$ cat config.mk
export PLATFORM = sky130hd
export DESIGN_NAME = reg_writeback_ctrl
export DESIGN_NICKNAME = d
export VERILOG_FILES = /design/src/rtl/reg_writeback_ctrl.sv
export SDC_FILE = /design/constraint.sdc
export NUM_CORES = 1
export LEC_CHECK = 0
export ABC_AREA = 1
export CELL_PAD_IN_SITES_DETAIL_PLACEMENT = 1
export CELL_PAD_IN_SITES_GLOBAL_PLACEMENT = 2
export CORE_UTILIZATION = 25
export DETAILED_ROUTE_END_ITERATION = 16
export PLACE_DENSITY_LB_ADDON = 0.05
export SKIP_CTS_REPAIR_TIMING = 1
export SLEW_MARGIN = 20
export SYNTH_ARGS = -nofsm -noshare
export SYNTH_HDL_FRONTEND = slang
export SYNTH_SLANG_ARGS = --single-unit
$ cat constraint.sdc
create_clock -name clk -period 3 [get_ports clk]
set_input_delay 0.45 -clock clk [delete_from_list [all_inputs] [get_ports clk]]
set_output_delay 0.45 -clock clk [all_outputs]
set_load 0.02 [all_outputs]
$ cat src/rtl/reg_writeback_ctrl.sv
// Register file writeback arbiter: ALU has strict priority over buffered LSU results.
// Also tracks loads still outstanding for R0..NUM_GPR-1 and drops writes to read-only regs.
module reg_writeback_ctrl #(
    parameter int DATA_W         = 8,
    parameter int ADDR_W         = 4,
    parameter int NUM_GPR        = 13,
    parameter int LSU_FIFO_DEPTH = 4
) (
    input  logic                              clk,
    input  logic                              reset,
    input  logic                              alu_wb_valid,
    input  logic [ADDR_W-1:0]                 alu_wb_addr,
    input  logic [DATA_W-1:0]                 alu_wb_data,
    input  logic                              lsu_wb_valid,
    output logic                              lsu_wb_ready,
    input  logic [ADDR_W-1:0]                 lsu_wb_addr,
    input  logic [DATA_W-1:0]                 lsu_wb_data,
    input  logic                              issue_load_valid,
    input  logic [ADDR_W-1:0]                 issue_load_addr,
    output logic [NUM_GPR-1:0]                pending_mask,
    output logic                              write_enable,
    output logic [ADDR_W-1:0]                 write_addr,
    output logic [DATA_W-1:0]                 write_data,
    output logic                              ro_write_err,
    output logic [$clog2(LSU_FIFO_DEPTH):0]   fifo_count
);

    localparam int PW = $clog2(LSU_FIFO_DEPTH);
    localparam int CW = PW + 1;
    localparam logic [ADDR_W:0] GPR_LIM = (ADDR_W+1)'(NUM_GPR);
    localparam logic [CW-1:0]   DEPTH_C = CW'(LSU_FIFO_DEPTH);

    logic [ADDR_W-1:0]  r_fifo_addr [LSU_FIFO_DEPTH];
    logic [DATA_W-1:0]  r_fifo_data [LSU_FIFO_DEPTH];
    logic [PW-1:0]      r_rd_ptr;
    logic [PW-1:0]      r_wr_ptr;
    logic [CW-1:0]      r_count;
    logic               r_we;
    logic [ADDR_W-1:0]  r_waddr;
    logic [DATA_W-1:0]  r_wdata;
    logic               r_err;
    logic [NUM_GPR-1:0] r_pending;

    logic               w_alu_ok;
    logic               w_alu_ro;
    logic               w_lsu_addr_ok;
    logic               w_lsu_acc;
    logic               w_lsu_ro;
    logic               w_push;
    logic               w_pop;
    logic [ADDR_W-1:0]  w_head_addr;
    logic [DATA_W-1:0]  w_head_data;
    logic [NUM_GPR-1:0] w_pend_nxt;

    assign w_alu_ok      = alu_wb_valid && ({1'b0, alu_wb_addr} < GPR_LIM);
    assign w_alu_ro      = alu_wb_valid && !w_alu_ok;
    assign w_lsu_addr_ok = {1'b0, lsu_wb_addr} < GPR_LIM;
    assign w_lsu_acc     = lsu_wb_valid && lsu_wb_ready;
    assign w_lsu_ro      = w_lsu_acc && !w_lsu_addr_ok;
    assign w_push        = w_lsu_acc && w_lsu_addr_ok;
    assign w_pop         = !w_alu_ok && (r_count != '0);
    assign w_head_addr   = r_fifo_addr[r_rd_ptr];
    assign w_head_data   = r_fifo_data[r_rd_ptr];

    // Ready reflects occupancy before this edge's pop, so a full FIFO never takes a beat.
    assign lsu_wb_ready  = !reset && (r_count < DEPTH_C);

    // Issue is applied after the clear so a same-edge set wins.
    always_comb begin
        w_pend_nxt = r_pending;
        for (int i = 0; i < NUM_GPR; i++) begin
            if (w_pop && (w_head_addr == ADDR_W'(i)))
                w_pend_nxt[i] = 1'b0;
        end
        for (int i = 0; i < NUM_GPR; i++) begin
            if (issue_load_valid && (issue_load_addr == ADDR_W'(i)))
                w_pend_nxt[i] = 1'b1;
        end
    end

    always_ff @(posedge clk) begin
        if (w_push) begin
            r_fifo_addr[r_wr_ptr] <= lsu_wb_addr;
            r_fifo_data[r_wr_ptr] <= lsu_wb_data;
        end
    end

    always_ff @(posedge clk or posedge reset) begin
        if (reset) begin
            r_rd_ptr  <= '0;
            r_wr_ptr  <= '0;
            r_count   <= '0;
            r_we      <= 1'b0;
            r_waddr   <= '0;
            r_wdata   <= '0;
            r_err     <= 1'b0;
            r_pending <= '0;
        end else begin
            if (w_push)
                r_wr_ptr <= r_wr_ptr + 1'b1;
            if (w_pop)
                r_rd_ptr <= r_rd_ptr + 1'b1;
            if (w_push && !w_pop)
                r_count <= r_count + 1'b1;
            else if (!w_push && w_pop)
                r_count <= r_count - 1'b1;
            r_we <= w_alu_ok || w_pop;
            if (w_alu_ok) begin
                r_waddr <= alu_wb_addr;
                r_wdata <= alu_wb_data;
            end else if (w_pop) begin
                r_waddr <= w_head_addr;
                r_wdata <= w_head_data;
            end
            r_err     <= w_alu_ro || w_lsu_ro;
            r_pending <= w_pend_nxt;
        end
    end

    assign write_enable = r_we;
    assign write_addr   = r_waddr;
    assign write_data   = r_wdata;
    assign ro_write_err = r_err;
    assign pending_mask = r_pending;
    assign fifo_count   = r_count;

endmodule

== After elaboration in Yosys (flattened, before gate mapping) ==
Memory sizes are Yosys's and may differ from the RTL's.
Cells that the tools add are included.
Operators by class
  reductions and logical operators: 60
  magnitude comparators: 3
  shift-type cells: 0
  bitwise gates (word level): 0
  divide/modulo/power cells: 0
  equal/unequal tests: 24
  $add $sub $neg: 4
  muxes and demuxes: 34
  multiply operators: 0
Operators by type and width (count)
  == test 4 bit (second input constant): 10
  logical AND 1 bit: 35
  == test 4 x 3 -> 1 bit (second input constant): 8
  nonzero test 2 bit: 15
  two-way mux 1 bit: 28
  == test 4 x 2 -> 1 bit (second input constant): 4
  two-way mux 8 bit: 2
  == test 4 x 1 -> 1 bit (second input constant): 2
  logical NOT 4 bit: 2
  less-than comparator 4 bit (second input constant): 2
  two-way mux 4 bit: 2
  two-way mux 3 bit: 2
  logical NOT 1 bit: 5
  adder 2 x 1 -> 2 bit (second input constant): 2
  adder 3 x 1 -> 3 bit (second input constant): 1
  less-than comparator 3 bit (second input constant): 1
  nonzero test 3 bit: 1
  subtractor 3 x 1 -> 3 bit (second input constant): 1
  logical OR 1 bit: 2
Word-level totals
  bits in writable memories: 48
  bits in latches: 0
  logic and storage cells: 147
  memories kept: 2
  bits of input ports: 33
  bits in registers: 34
  ROM bits: 0
Memories
  r_fifo_data: words 4, bits a word 8, read ports 1, clocked after Yosys merged registers in 0, write ports 1, RTL line 34  | logic [DATA_W-1:0] r_fifo_data [LSU_FIFO_DEPTH];
  r_fifo_addr: words 4, bits a word 4, read ports 1, clocked after Yosys merged registers in 0, write ports 1, RTL line 33  | logic [ADDR_W-1:0] r_fifo_addr [LSU_FIFO_DEPTH];

== Longest topological paths before layout ==
  depth in word-level cells: 8
  depth in mapped cells: 11

== Worst setup path before layout ==
OpenSTA, ideal clock, no wires.
  kind: register to register
  start: reg r_count[2] (netlist: fifo_count[2])
  end: reg r_count[2] (netlist: fifo_count[2])
  clock period less this slack: 2272 ps
  stages on the path, launching flop included: 10
  arrival time: 2139 ps
  required time: 2867 ps
  buffers on the path: 0
  path slack: 728 ps
  path through: dfrtp_1 -> nor2_1 -> nand2_1 -> nor2_2 -> ha_1 -> inv_1 -> fa_1 -> a21oi_1 -> o21ai_0 -> xnor2_1
Between the ends
  cells in the longest elaborated chain, start to end: 7
  elaborated cells on any way between the ends: 15
  those cells by class: add/sub (2); order compare (1); mux (2); reduce/logical (10)
Ends and longest elaborated chain
  start, declared: RTL line 37  | logic [CW-1:0] r_count;
  start signal, assigned: RTL line 104  | r_count <= r_count + 1'b1;
  start signal, assigned: RTL line 106  | r_count <= r_count - 1'b1;
  less-than comparator 3 bit (*): RTL line 66  | assign lsu_wb_ready = !reset && (r_count < DEPTH_C);
  logical AND 1 bit (*): RTL line 66
  net lsu_wb_ready: RTL line 15  | output logic lsu_wb_ready,
  logical AND 1 bit (*): RTL line 58  | assign w_lsu_acc = lsu_wb_valid && lsu_wb_ready;
  logical AND 1 bit (*): RTL line 60  | assign w_push = w_lsu_acc && w_lsu_addr_ok;
  net w_push: RTL line 49  | logic w_push;
  logical NOT 1 bit: RTL line 105  | else if (!w_push && w_pop)
  logical AND 1 bit: RTL line 105
  nonzero test 2 bit (no line)
Mark *: on every way through the listed nets, which the timed path passes. The rest lies on a longest branch. The select of a mux whose other input is x is not followed.
A chain may end at the register's enable or synchronous reset.

== Final worst setup path ==
  start: in lsu_wb_addr[1]
  end: reg r_count[2] (netlist: fifo_count[2])
Between the ends
  cells in the longest elaborated chain, start to end: 5
  elaborated cells on any way between the ends: 7
  those cells by class: order compare (1); mux (1); reduce/logical (5)
Ends and longest elaborated chain
  start, declared: RTL line 16  | input logic [ADDR_W-1:0] lsu_wb_addr,
  less-than comparator 4 bit (*): RTL line 57  | assign w_lsu_addr_ok = {1'b0, lsu_wb_addr} < GPR_LIM;
  logical AND 1 bit (*): RTL line 60
  net w_push: RTL line 49
  logical NOT 1 bit: RTL line 105
  logical AND 1 bit: RTL line 105
  nonzero test 2 bit (no line)
Mark *: on every way through the listed nets, which the timed path passes. The rest lies on a longest branch.

==> key figures <==
Detailed routing
  – Routed Antenna Nets: 0
  – Routed len/inst: 16.1 µm
  – Final WL: 9.84 mm
  – Initial drt markers: 100
  – Vias per cell: 4.36
  – Pre-Repair DR Iteration Count: 4
  – Drc violations: 0
  – Via count: 2667

STA
  – Fmax: 442 MHz
  – Tmin final: 2260 ps
  – Max-slew headroom: 0.678
  – Worst Clk Skew: 5.95 ps
  – Final Hold Fails: 0
  – Sum Neg Setup Slack: 0 ps
  – Final Max Tran Viols: 0
  – Actual slew at the worst max-slew pin: 483 ps
  – RSZ-0062 raised after global routing: no
  – Setup-failing EPs final: 0
  – Final period utilization: 0.754

Logic synthesis
  – Post-synth EDFFs: 48
  – Synthesized Nets: 395
  – Count leader, synth: nand2_1
  – Top post-synthesis cells by area: edfxtp_1 39%, dfrtp_1 23%, nand2_1 9.3%, nand3_1 6.0%, nor2_1 4.1%
  – Yosys reg bits: 82
  – Register area share after synthesis: 0.628
  – Unique masters post-synth: 30
  – Synth Flop Type: edfxtp_1
  – Synth Warn #: 0
  – Post-synth top area share: 0.395
  – Synth cell count leaders: 90 x nand2_1, 48 x edfxtp_1, 44 x nand3_1, 40 x nor2_1, 34 x dfrtp_1
  – Synthesized instance count: 356
  – Ys async rst share: 0.415
  – Mean Syn Cell Area: 10.3 µm²
  – Mapped Area: 3650 µm²
  – Yosys top cell by area: edfxtp_1

Clock tree
  – TritonCTS clock tree: done
  – TritonCTS Buffers: 9
  – Clk pin slew, worst setup/hold paths: 60 ps
  – Clock root buffer: clkbuf_16
  – CTS sink count: 82
  – H-tree Lvls: 3
  – Clk buf depth: 2
  – Clock latency on the worst-skew pair: 340 ps

Global routing
  – Overflow after GRT: 0
  – Antenna violations before repair: 0
  – Total GRT Usage: 0.144
  – Pin count of the biggest net entering global routing: 35
  – First-pass GRT wire length: 15.6 mm
  – Vias in the first global route: 2846

Critical path
  – Worst reg-to-reg setup slack: 890 ps
  – Cell family with most CP delay: adder cells
  – Critical Path Sink: fifo_count[2]
  – R2r startpoint: fifo_count[2]
  – Critical path origin: lsu_wb_addr[1]
  – Critical path depth: 10
  – Critical Path Source Type: input pin
  – Setup Crit Path Kind: in -> reg
  – Max incr delay on CP: 480 ps
  – Ordered list of cells on the worst path: clkdlybuf4s50_1 > nor2_1 > nor2_1 > nor2_2 > ha_1 > inv_1 > fa_1 > a21oi_1 > o21ai_0 > xnor2_1
  – CP max stage cell: clkdlybuf4s50_1
  – CP arrival: 2480 ps
  – WP data required: 3220 ps
  – Reg2Reg Depth: 9
  – Buffers plus inverters on the worst setup path: 2
  – RR Endpoint: fifo_count[2]
  – Most Frequent Cell on Critical Path: nor2_1
  – Crit Path Max Fanout: 5
  – Critical Path End Type: flip-flop

Pwr
  – Max VDD drop: 0.000281 V
  – Power per Cell Area: 971 nW/µm²
  – Leak: 1.92 nW

Cells and area
  – # diodes: 0
  – Area delta synth->final: 30.8%
  – Layout cell share with drive strength beyond 1: 0.102
  – NumNets Final: 466
  – Design area: 4770 µm²

Floorplan
  – Die Ht: 123 µm
  – Core Area: 14000 µm²
  – DIE AREA: 15100 µm²
  – Starting density of the core: 0.260
  – # IOs: 64
  – Die X: 123 µm
  – Rows: 43

Placed design
  – Placed cell area: 4490 µm²
  – Input/output buffers: 63
  – Dpl hpwl: 6.99 mm
  – Routability cong.: 0.704

Hold path
  – Hold Path Class: reg -> reg

Run
  – Max-Cap Viols: 0

Status
  – Status: finished, final reports clean
report_power, final:
group,switching [mW],total [mW],internal [mW]
Clock,0.429,1.06,0.632
Combinational,1.17,1.93,0.756
Sequential,0.182,1.64,1.46
Total,1.78,4.63,2.85
state kept, by name, indices dropped and copies added (netlist names):
| signal | count |
|---|---|
| pending_mask | 13 |
| r_fifo_addr | 16 |
| fifo_count | 3 |
| write_enable | 1 |
| write_addr | 4 |
| ro_write_err | 1 |
| r_fifo_data | 32 |
| write_data | 8 |
| r_rd_ptr | 2 |
| r_wr_ptr | 2 |
cell usage in the layout, fill, tap and decap left out, drive strengths merged, types with 11 or more instances in the layout:
master and instances:
nand2 98, clkdlybuf4s50 63, edfxtp 48, nand3 46, nor2 44, dfrtp 34
o21ai 25, inv 21, clkbuf 14, buf 11
per-stage QoR:
stage	util	worst slack [ps]	hold slack, ps	cells	total power, mW
2_1_floorplan	-	728	494	356	2.85
3_3_place_gp	0.320	501	458	596	3.62
3_5_place_dp	0.320	405	463	596	3.65
4_1_cts	0.340	767	478	612	4.74
5_1_grt	0.340	492	504	612	4.98
6_report	0.340	737	473	612	4.63
cell families (layout without fill, tap and decap cells):
group,Yosys count,count (layout),synth area share
simple gates,190,190,0.229
flops,82,82,0.628
compound gates,37,37,0.0566
buf+inv,36,112,0.0511
fa+ha+maj,6,6,0.0226
xor+xnor,4,4,0.00960
mux,1,1,0.00309
area by class of cell:
cell class / instances / area (µm²)
fillers: 1596 / 9270
flip-flops and latches: 82 / 2290
multi-input cells: 238 / 1170
repair buffers: 74 / 713
clock buffers: 14 / 275
well taps: 180 / 225
inverters: 22 / 85.1
clock inverters: 2 / 10.0
tightest hold or removal path, cell delays in order, from the launching register on:
cell,delay (ps)
dfrtp_1,340
nand2_1,50
nand2_1,50
routing by layer:
layer	vias to the layer above	global-route usage	wire, µm	part of all wire
met2	41	0.232	4560	0.46
li1	1338	-	-	-
met1	1275	0.188	4760	0.48
met5	-	0	0	0
met4	0	0.0617	172	0.017
met3	13	0.0270	338	0.034
worst min path at each step:
stage | endpoint | cells after the start | from | slack, ps
finish | pending_mask[2] | 2 | pending_mask[2] | 470
global route | pending_mask[4] | 2 | pending_mask[4] | 500
CTS | pending_mask[4] | 2 | pending_mask[4] | 480
detailed placement | pending_mask[4] | 2 | pending_mask[4] | 460
global placement | pending_mask[8] | 2 | pending_mask[8] | 460
floorplan | r_wr_ptr[0] | 1 | r_wr_ptr[0] | 490
Note: power is estimated with default switching activity, not from simulation.
